**config.mk**
```make
export PLATFORM = sky130hd
export DESIGN_NAME = body_pixel_engine
export DESIGN_NICKNAME = d
export VERILOG_FILES = /design/src/rtl/gravsim_pkg.sv /design/src/rtl/body_hit_test.sv /design/src/rtl/body_pixel_engine.sv
export SDC_FILE = /design/constraint.sdc
export NUM_CORES = 2
export LEC_CHECK = 0
export ABC_AREA = 1
export CORE_MARGIN = 1.5
export CORE_UTILIZATION = 65
export DETAILED_ROUTE_END_ITERATION = 10
export PLACE_DENSITY_LB_ADDON = 0.12
export SYNTH_ARGS = -nofsm -noshare
export SYNTH_HDL_FRONTEND = slang
export SYNTH_SLANG_ARGS = --single-unit
export TNS_END_PERCENT = 1
```
**constraint.sdc**
```tcl
create_clock -name Clk -period 11.76 [get_ports Clk]
set_input_delay 1.764 -clock Clk [delete_from_list [all_inputs] [get_ports Clk]]
set_output_delay 1.764 -clock Clk [all_outputs]
set_load 0.05 [all_outputs]
```
**src/rtl/gravsim_pkg.sv**
```systemverilog
// Shared types and constants for the GravSim multi-body pixel engine.
package gravsim_pkg;

  localparam int COORD_W  = 10;
  localparam int RADIUS_W = 6;
  localparam int PIPE_LAT = 3;

  // One body as software sees it, sized for the default configuration.
  typedef struct packed {
    logic [COORD_W-1:0]  x;
    logic [COORD_W-1:0]  y;
    logic [RADIUS_W-1:0] r;
  } body_t;

endpackage

```
**src/rtl/body_hit_test.sv**
```systemverilog
// Per-body distance test: S1 offset, S2 squared distance/radius, S3 compare.
// The compare result is combinational from the S2 registers; the top registers it.
module body_hit_test
  import gravsim_pkg::*;
#(
  parameter int COORD_W  = 10,
  parameter int RADIUS_W = 6
) (
  input  logic                Clk,
  input  logic [COORD_W-1:0]  body_x,
  input  logic [COORD_W-1:0]  body_y,
  input  logic [RADIUS_W-1:0] body_r,
  input  logic [COORD_W-1:0]  DrawX,
  input  logic [COORD_W-1:0]  DrawY,
  output logic                hit
);

  localparam int SQ_W = 2 * COORD_W + 2;
  localparam int D2_W = 2 * COORD_W + 3;
  localparam int R2_W = 2 * RADIUS_W;

  logic signed [COORD_W:0] s1_dx;
  logic signed [COORD_W:0] s1_dy;
  logic [RADIUS_W-1:0]     s1_r;

  logic signed [SQ_W-1:0]  dx_ext;
  logic signed [SQ_W-1:0]  dy_ext;
  logic signed [SQ_W-1:0]  sq_x;
  logic signed [SQ_W-1:0]  sq_y;
  logic [R2_W-1:0]         r_ext;

  logic [D2_W-1:0]         s2_d2;
  logic [R2_W-1:0]         s2_r2;
  logic                    s2_en;

  // S1: signed offsets with an extra sign bit so dx/dy can never wrap.
  always_ff @(posedge Clk) begin
    s1_dx <= $signed({1'b0, DrawX}) - $signed({1'b0, body_x});
    s1_dy <= $signed({1'b0, DrawY}) - $signed({1'b0, body_y});
    s1_r  <= body_r;
  end

  assign dx_ext = {{(COORD_W+1){s1_dx[COORD_W]}}, s1_dx};
  assign dy_ext = {{(COORD_W+1){s1_dy[COORD_W]}}, s1_dy};
  assign sq_x   = dx_ext * dx_ext;
  assign sq_y   = dy_ext * dy_ext;
  assign r_ext  = {{RADIUS_W{1'b0}}, s1_r};

  // S2: squared distance wide enough that the sum cannot overflow.
  always_ff @(posedge Clk) begin
    s2_d2 <= {1'b0, sq_x} + {1'b0, sq_y};
    s2_r2 <= r_ext * r_ext;
    s2_en <= (s1_r != '0);
  end

  assign hit = s2_en && (s2_d2 <= {{(D2_W-R2_W){1'b0}}, s2_r2});

endmodule

```
**src/rtl/body_pixel_engine.sv**
```systemverilog
// Multi-body pixel engine: shadow/active body sets, vsync commit, 3-stage hit pipeline.
// Optional macro BODY_COLLIDE_EN adds a sticky multi-body collision flag.
module body_pixel_engine
  import gravsim_pkg::*;
#(
  parameter int N_BODIES = 4,
  parameter int COORD_W  = 10,
  parameter int RADIUS_W = 6,
  parameter int ID_W     = 4
) (
  input  logic                Clk,
  input  logic                Reset_n,
  input  logic                wr_en,
  input  logic [ID_W-1:0]     wr_idx,
  input  logic [COORD_W-1:0]  wr_x,
  input  logic [COORD_W-1:0]  wr_y,
  input  logic [RADIUS_W-1:0] wr_r,
  output logic                wr_err,
  input  logic                VGA_VS,
  output logic                commit_done,
  input  logic                pix_valid,
  input  logic [COORD_W-1:0]  DrawX,
  input  logic [COORD_W-1:0]  DrawY,
  output logic                hit_valid,
  output logic                is_ball,
  output logic [ID_W-1:0]     body_id,
  output logic                collide
);

  localparam logic [ID_W:0] N_LIMIT = (ID_W+1)'(N_BODIES);

  logic [COORD_W-1:0]  shadow_x [N_BODIES];
  logic [COORD_W-1:0]  shadow_y [N_BODIES];
  logic [RADIUS_W-1:0] shadow_r [N_BODIES];
  logic [COORD_W-1:0]  active_x [N_BODIES];
  logic [COORD_W-1:0]  active_y [N_BODIES];
  logic [RADIUS_W-1:0] active_r [N_BODIES];

  logic                vs_prev;
  logic                commit;
  logic                idx_ok;
  logic [PIPE_LAT-1:0] vld;
  logic [N_BODIES-1:0] hit;
  logic                any_hit;
  logic [ID_W-1:0]     first_id;

  assign commit    = vs_prev && !VGA_VS;
  assign idx_ok    = ({1'b0, wr_idx} < N_LIMIT);
  assign hit_valid = vld[PIPE_LAT-1];

  // Shadow writes land at the edge; the commit copies the pre-write shadow.
  always_ff @(posedge Clk) begin
    if (!Reset_n) begin
      for (int i = 0; i < N_BODIES; i++) begin
        shadow_x[i] <= '0;
        shadow_y[i] <= '0;
        shadow_r[i] <= '0;
        active_x[i] <= '0;
        active_y[i] <= '0;
        active_r[i] <= '0;
      end
    end else begin
      for (int i = 0; i < N_BODIES; i++) begin
        if (wr_en && (wr_idx == ID_W'(i))) begin
          shadow_x[i] <= wr_x;
          shadow_y[i] <= wr_y;
          shadow_r[i] <= wr_r;
        end
        if (commit) begin
          active_x[i] <= shadow_x[i];
          active_y[i] <= shadow_y[i];
          active_r[i] <= shadow_r[i];
        end
      end
    end
  end

  // Control pulses, vsync history and the valid pipeline.
  always_ff @(posedge Clk) begin
    if (!Reset_n) begin
      vs_prev     <= 1'b1;
      wr_err      <= 1'b0;
      commit_done <= 1'b0;
      vld         <= '0;
    end else begin
      vs_prev     <= VGA_VS;
      wr_err      <= wr_en && !idx_ok;
      commit_done <= commit;
      vld         <= {vld[PIPE_LAT-2:0], pix_valid};
    end
  end

  for (genvar g = 0; g < N_BODIES; g++) begin : g_body
    body_hit_test #(
      .COORD_W (COORD_W),
      .RADIUS_W(RADIUS_W)
    ) u_hit (
      .Clk   (Clk),
      .body_x(active_x[g]),
      .body_y(active_y[g]),
      .body_r(active_r[g]),
      .DrawX (DrawX),
      .DrawY (DrawY),
      .hit   (hit[g])
    );
  end

  // Priority encode: scanning downward leaves the lowest hit index.
  always_comb begin
    any_hit  = 1'b0;
    first_id = '0;
    for (int i = N_BODIES - 1; i >= 0; i--) begin
      if (hit[i]) begin
        any_hit  = 1'b1;
        first_id = ID_W'(i);
      end
    end
  end

  // S3 output register, held when no valid pixel reaches this stage.
  always_ff @(posedge Clk) begin
    if (!Reset_n) begin
      is_ball <= 1'b0;
      body_id <= '0;
    end else if (vld[PIPE_LAT-2]) begin
      is_ball <= any_hit;
      body_id <= first_id;
    end
  end

`ifdef BODY_COLLIDE_EN
  logic [ID_W:0] hit_count;
  logic          multi_hit;

  // Count simultaneous hits for the collision flag.
  always_comb begin
    hit_count = '0;
    for (int i = 0; i < N_BODIES; i++) begin
      hit_count = hit_count + {{ID_W{1'b0}}, hit[i]};
    end
    multi_hit = vld[PIPE_LAT-2] && (hit_count >= (ID_W+1)'(2));
  end

  // Sticky until commit; a collision in the commit cycle keeps it set.
  always_ff @(posedge Clk) begin
    if (!Reset_n) begin
      collide <= 1'b0;
    end else if (multi_hit) begin
      collide <= 1'b1;
    end else if (commit) begin
      collide <= 1'b0;
    end
  end
`else
  assign collide = 1'b0;
`endif

endmodule

```
==> flow_summary.json <==
{
  "ys_warn_count": 0,
  "start_util": 0.6586,
  "synth-simple-area-share": 0.1193,
  "wl_per_cell_um": 15.99,
  "cts.sinks": 469,
  "end_kind": "flop",
  "fill_cells": 7180,
  "finalNonFillerCells": 7963,
  "final-setup-viol-count": 0,
  "skew_ns": 0.03670,
  "cts_tree": "done",
  "n_antenna_cell": 0,
  "synth.area.mux_share": 0,
  "drtPass1Iterations": 10,
  "slew_headroom": 0.3621,
  "drt_iter0_drc": 2326,
  "cts-root-buf": "clkbuf_16",
  "cts_made_buffers": 54,
  "cp.required_ns": 12.35,
  "crit-reg2reg-launch": "g_body[0].u_hit.s1_dx[10]",
  "crit_path_end": "g_body[0].u_hit.s2_d2[21]",
  "drt_wl_total_um": 127300,
  "postRouteAntennaNets": 0,
  "io_buffers": 60,
  "r2r_end": "g_body[0].u_hit.s2_d2[21]",
  "multiInputGateArea_sq_um": 39550,
  "hold_depth": 0,
  "place.gp.congestion": 0.9122,
  "synth_area_leaders": "fa_1 (30%), ha_1 (13%), inv_1 (12%)",
  "syn_area_sq_um": 58470,
  "dieHeight_um": 302.9,
  "postCtsHoldBufs": 0,
  "max_freq_mhz": 150.5,
  "setup_tns_ns": 0,
  "cts_buffer_depth": 3,
  "hpwl_um": 106100,
  "ys_seq_elements": 469,
  "grt_pass1_wl_um": 213200,
  "area_growth_syn_to_layout_pct": 6.124,
  "synth_enable_flop_cells": 208,
  "crit_type": "flop to flop",
  "tightest_slew_ns": 0.9569,
  "regToRegSetupSlack_ns": 5.12,
  "crit_fanout": 13,
  "grt_pass1_vias": 44000,
  "grt_usage": 0.2926,
  "rsz0062_at_grt": "no",
  "hold_path_class": "flop to flop",
  "synthAdderAreaFrac": 0.4328,
  "overflow": 0,
  "hold_viol": 0,
  "synth.distinct_cells": 50,
  "antenna_found_initial": 1,
  "synthXorXnorAreaFrac": 0.05991,
  "netlist.area_leader.share": 0.2989,
  "synth_top_family_by_area": "adder cells",
  "timing.final.crit_period_ns": 6.643,
  "synthFlopType": "dfxtp_1",
  "drv_slew": 0,
  "cts.htree.levels": 2,
  "start_kind": "flop",
  "yosysTopAreaCell": "fa_1",
  "fp.dieW_um": 302.9,
  "final_util": 0.6989,
  "cts_resized": 0,
  "synth_most_common_cell": "inv_1",
  "status": "complete, but fails checks",
  "period_share": 0.5649,
  "core-area_sq_um": 88780,
  "avgSynthCellArea_sq_um": 8.674,
  "dp_cells": 7861,
  "synthCells": 6741,
  "hold_ws_ns": 0.3337,
  "num_rows": 109,
  "via_per_inst": 5.210,
  "startpoint": "g_body[0].u_hit.s1_dx[10]",
  "post-cts-setup-buffers": 0,
  "maxCapViolations": 0,
  "clk_pin_slew_ns": 0.06,
  "vias": 41490,
  "ys_seq_area_frac": 0.1962,
  "rr_worst_depth": 24,
  "layout-drive-gt1-share": 0.02383,
  "synthTopCellsByCount": "inv_1 (1868), nand2_1 (1005), fa_1 (873)",
  "clock_latency_ns": 0.67,
  "async_reset_ff_frac": 0,
  "violations": "DRC",
  "seqCellArea_sq_um": 11470,
  "grt_max_degree": 59,
  "synth_compound_area_frac": 0.06351,
  "ios": 64,
  "arrival_ns": 7.23,
  "drc": 1,
  "layout.nets": 8306,
  "dieArea_sq_um": 91770
}
==> registers in the layout (all words and copies together), names as in the netlist <==
signal and flops:
active_r 24, active_x 40, active_y 40, body_id 2
commit_done 1, g_body.u_hit.s1_dx 44, g_body.u_hit.s1_dy 44, g_body.u_hit.s1_r 24
g_body.u_hit.s2_d2 92, g_body.u_hit.s2_en 4, g_body.u_hit.s2_r2 44, is_ball 1
shadow_r 24, shadow_x 40, shadow_y 40, vld 3
vs_prev 1, wr_err 1
==> area by class of cell <==
cell class | count | share of cell area
repair buffers | 69 | 0.01077
flip-flops and latches | 469 | 0.1849
clock inverters | 30 | 0.005101
inverters | 1874 | 0.1134
well taps | 1165 | 0.02349
clock buffers | 72 | 0.02502
multi-input cells | 4284 | 0.6374
==> layout by cell type (no fill, tap or decap), types with 122 or more instances in the layout <==
master	Yosys	routed
inv_1	1868	1868
nand2_1	1005	1005
fa_1	873	873
ha_1	626	626
nor2_1	492	492
a21oi_1	332	332
xor2_1	263	263
dfxtp_1	261	261
edfxtp_1	208	208
xnor2_1	137	137
nand3_1	122	122
==> worst min-delay path by stage <==
stage,startpoint,endpoint
4_1_cts,active_r[0][3],g_body[0].u_hit.s1_r[3]
2_1_floorplan,active_r[0][0],g_body[0].u_hit.s1_r[0]
6_report,active_r[0][3],g_body[0].u_hit.s1_r[3]
3_3_place_gp,active_r[3][4],g_body[3].u_hit.s1_r[4]
3_5_place_dp,active_r[0][3],g_body[0].u_hit.s1_r[3]
5_1_grt,active_r[0][3],g_body[0].u_hit.s1_r[3]
==> cells by family (layout without fill, tap and decap cells) <==
group	Yosys count	count (layout)
AOI/OAI and AO/OA	640	640
xor gates and xnor gates	400	400
adders and majority gates	1499	1499
buffers and inverters	1990	2045
DFF	469	469
other	1	3
and+or+nand+nor	1742	1742
==> stage by stage <==
stage / worst slack [ns] / cell area (sq um)
global placement: 5.407 / 60180
floorplan: 1.997 / 58480
finish: 5.117 / 62050
global route: 4.697 / 62050
CTS: 5.162 / 62050
detailed placement: 5.224 / 60180
==> worst max-delay path: stages (launching register included) <==
cell      delay (ns)
dfxtp_1         0.58
clkinv_1        0.35
or2_2           0.37
fa_1            0.49
inv_1           0.05
fa_1            0.49
fa_1            0.43
fa_1            0.49
inv_1           0.05
fa_1            0.48
inv_1           0.04
ha_1            0.39
nand2_1         0.11
o21ai_0         0.23
a21oi_1         0.11
o21ai_2         0.08
nand2_1         0.06
a21oi_1         0.16
xor2_1          0.34
ha_1            0.28
nand2_1         0.10
nor4_1          0.42
nand4_1         0.17
nand3_1         0.13
xor2_1          0.13
==> layer usage <==
metal  vias to the layer above  GRT usage  routed length (um)
met5                         -          0                   9
met4                         2     0.1003                4293
met3                       196    0.03194                5824
met2                       887     0.5270               64380
met1                     20160     0.3654               52830
li1                      20250          -                   -
Power is left out: the tool's default activity adds up to more than one toggle a clock period on the data nets, which glitch-free logic cannot reach.
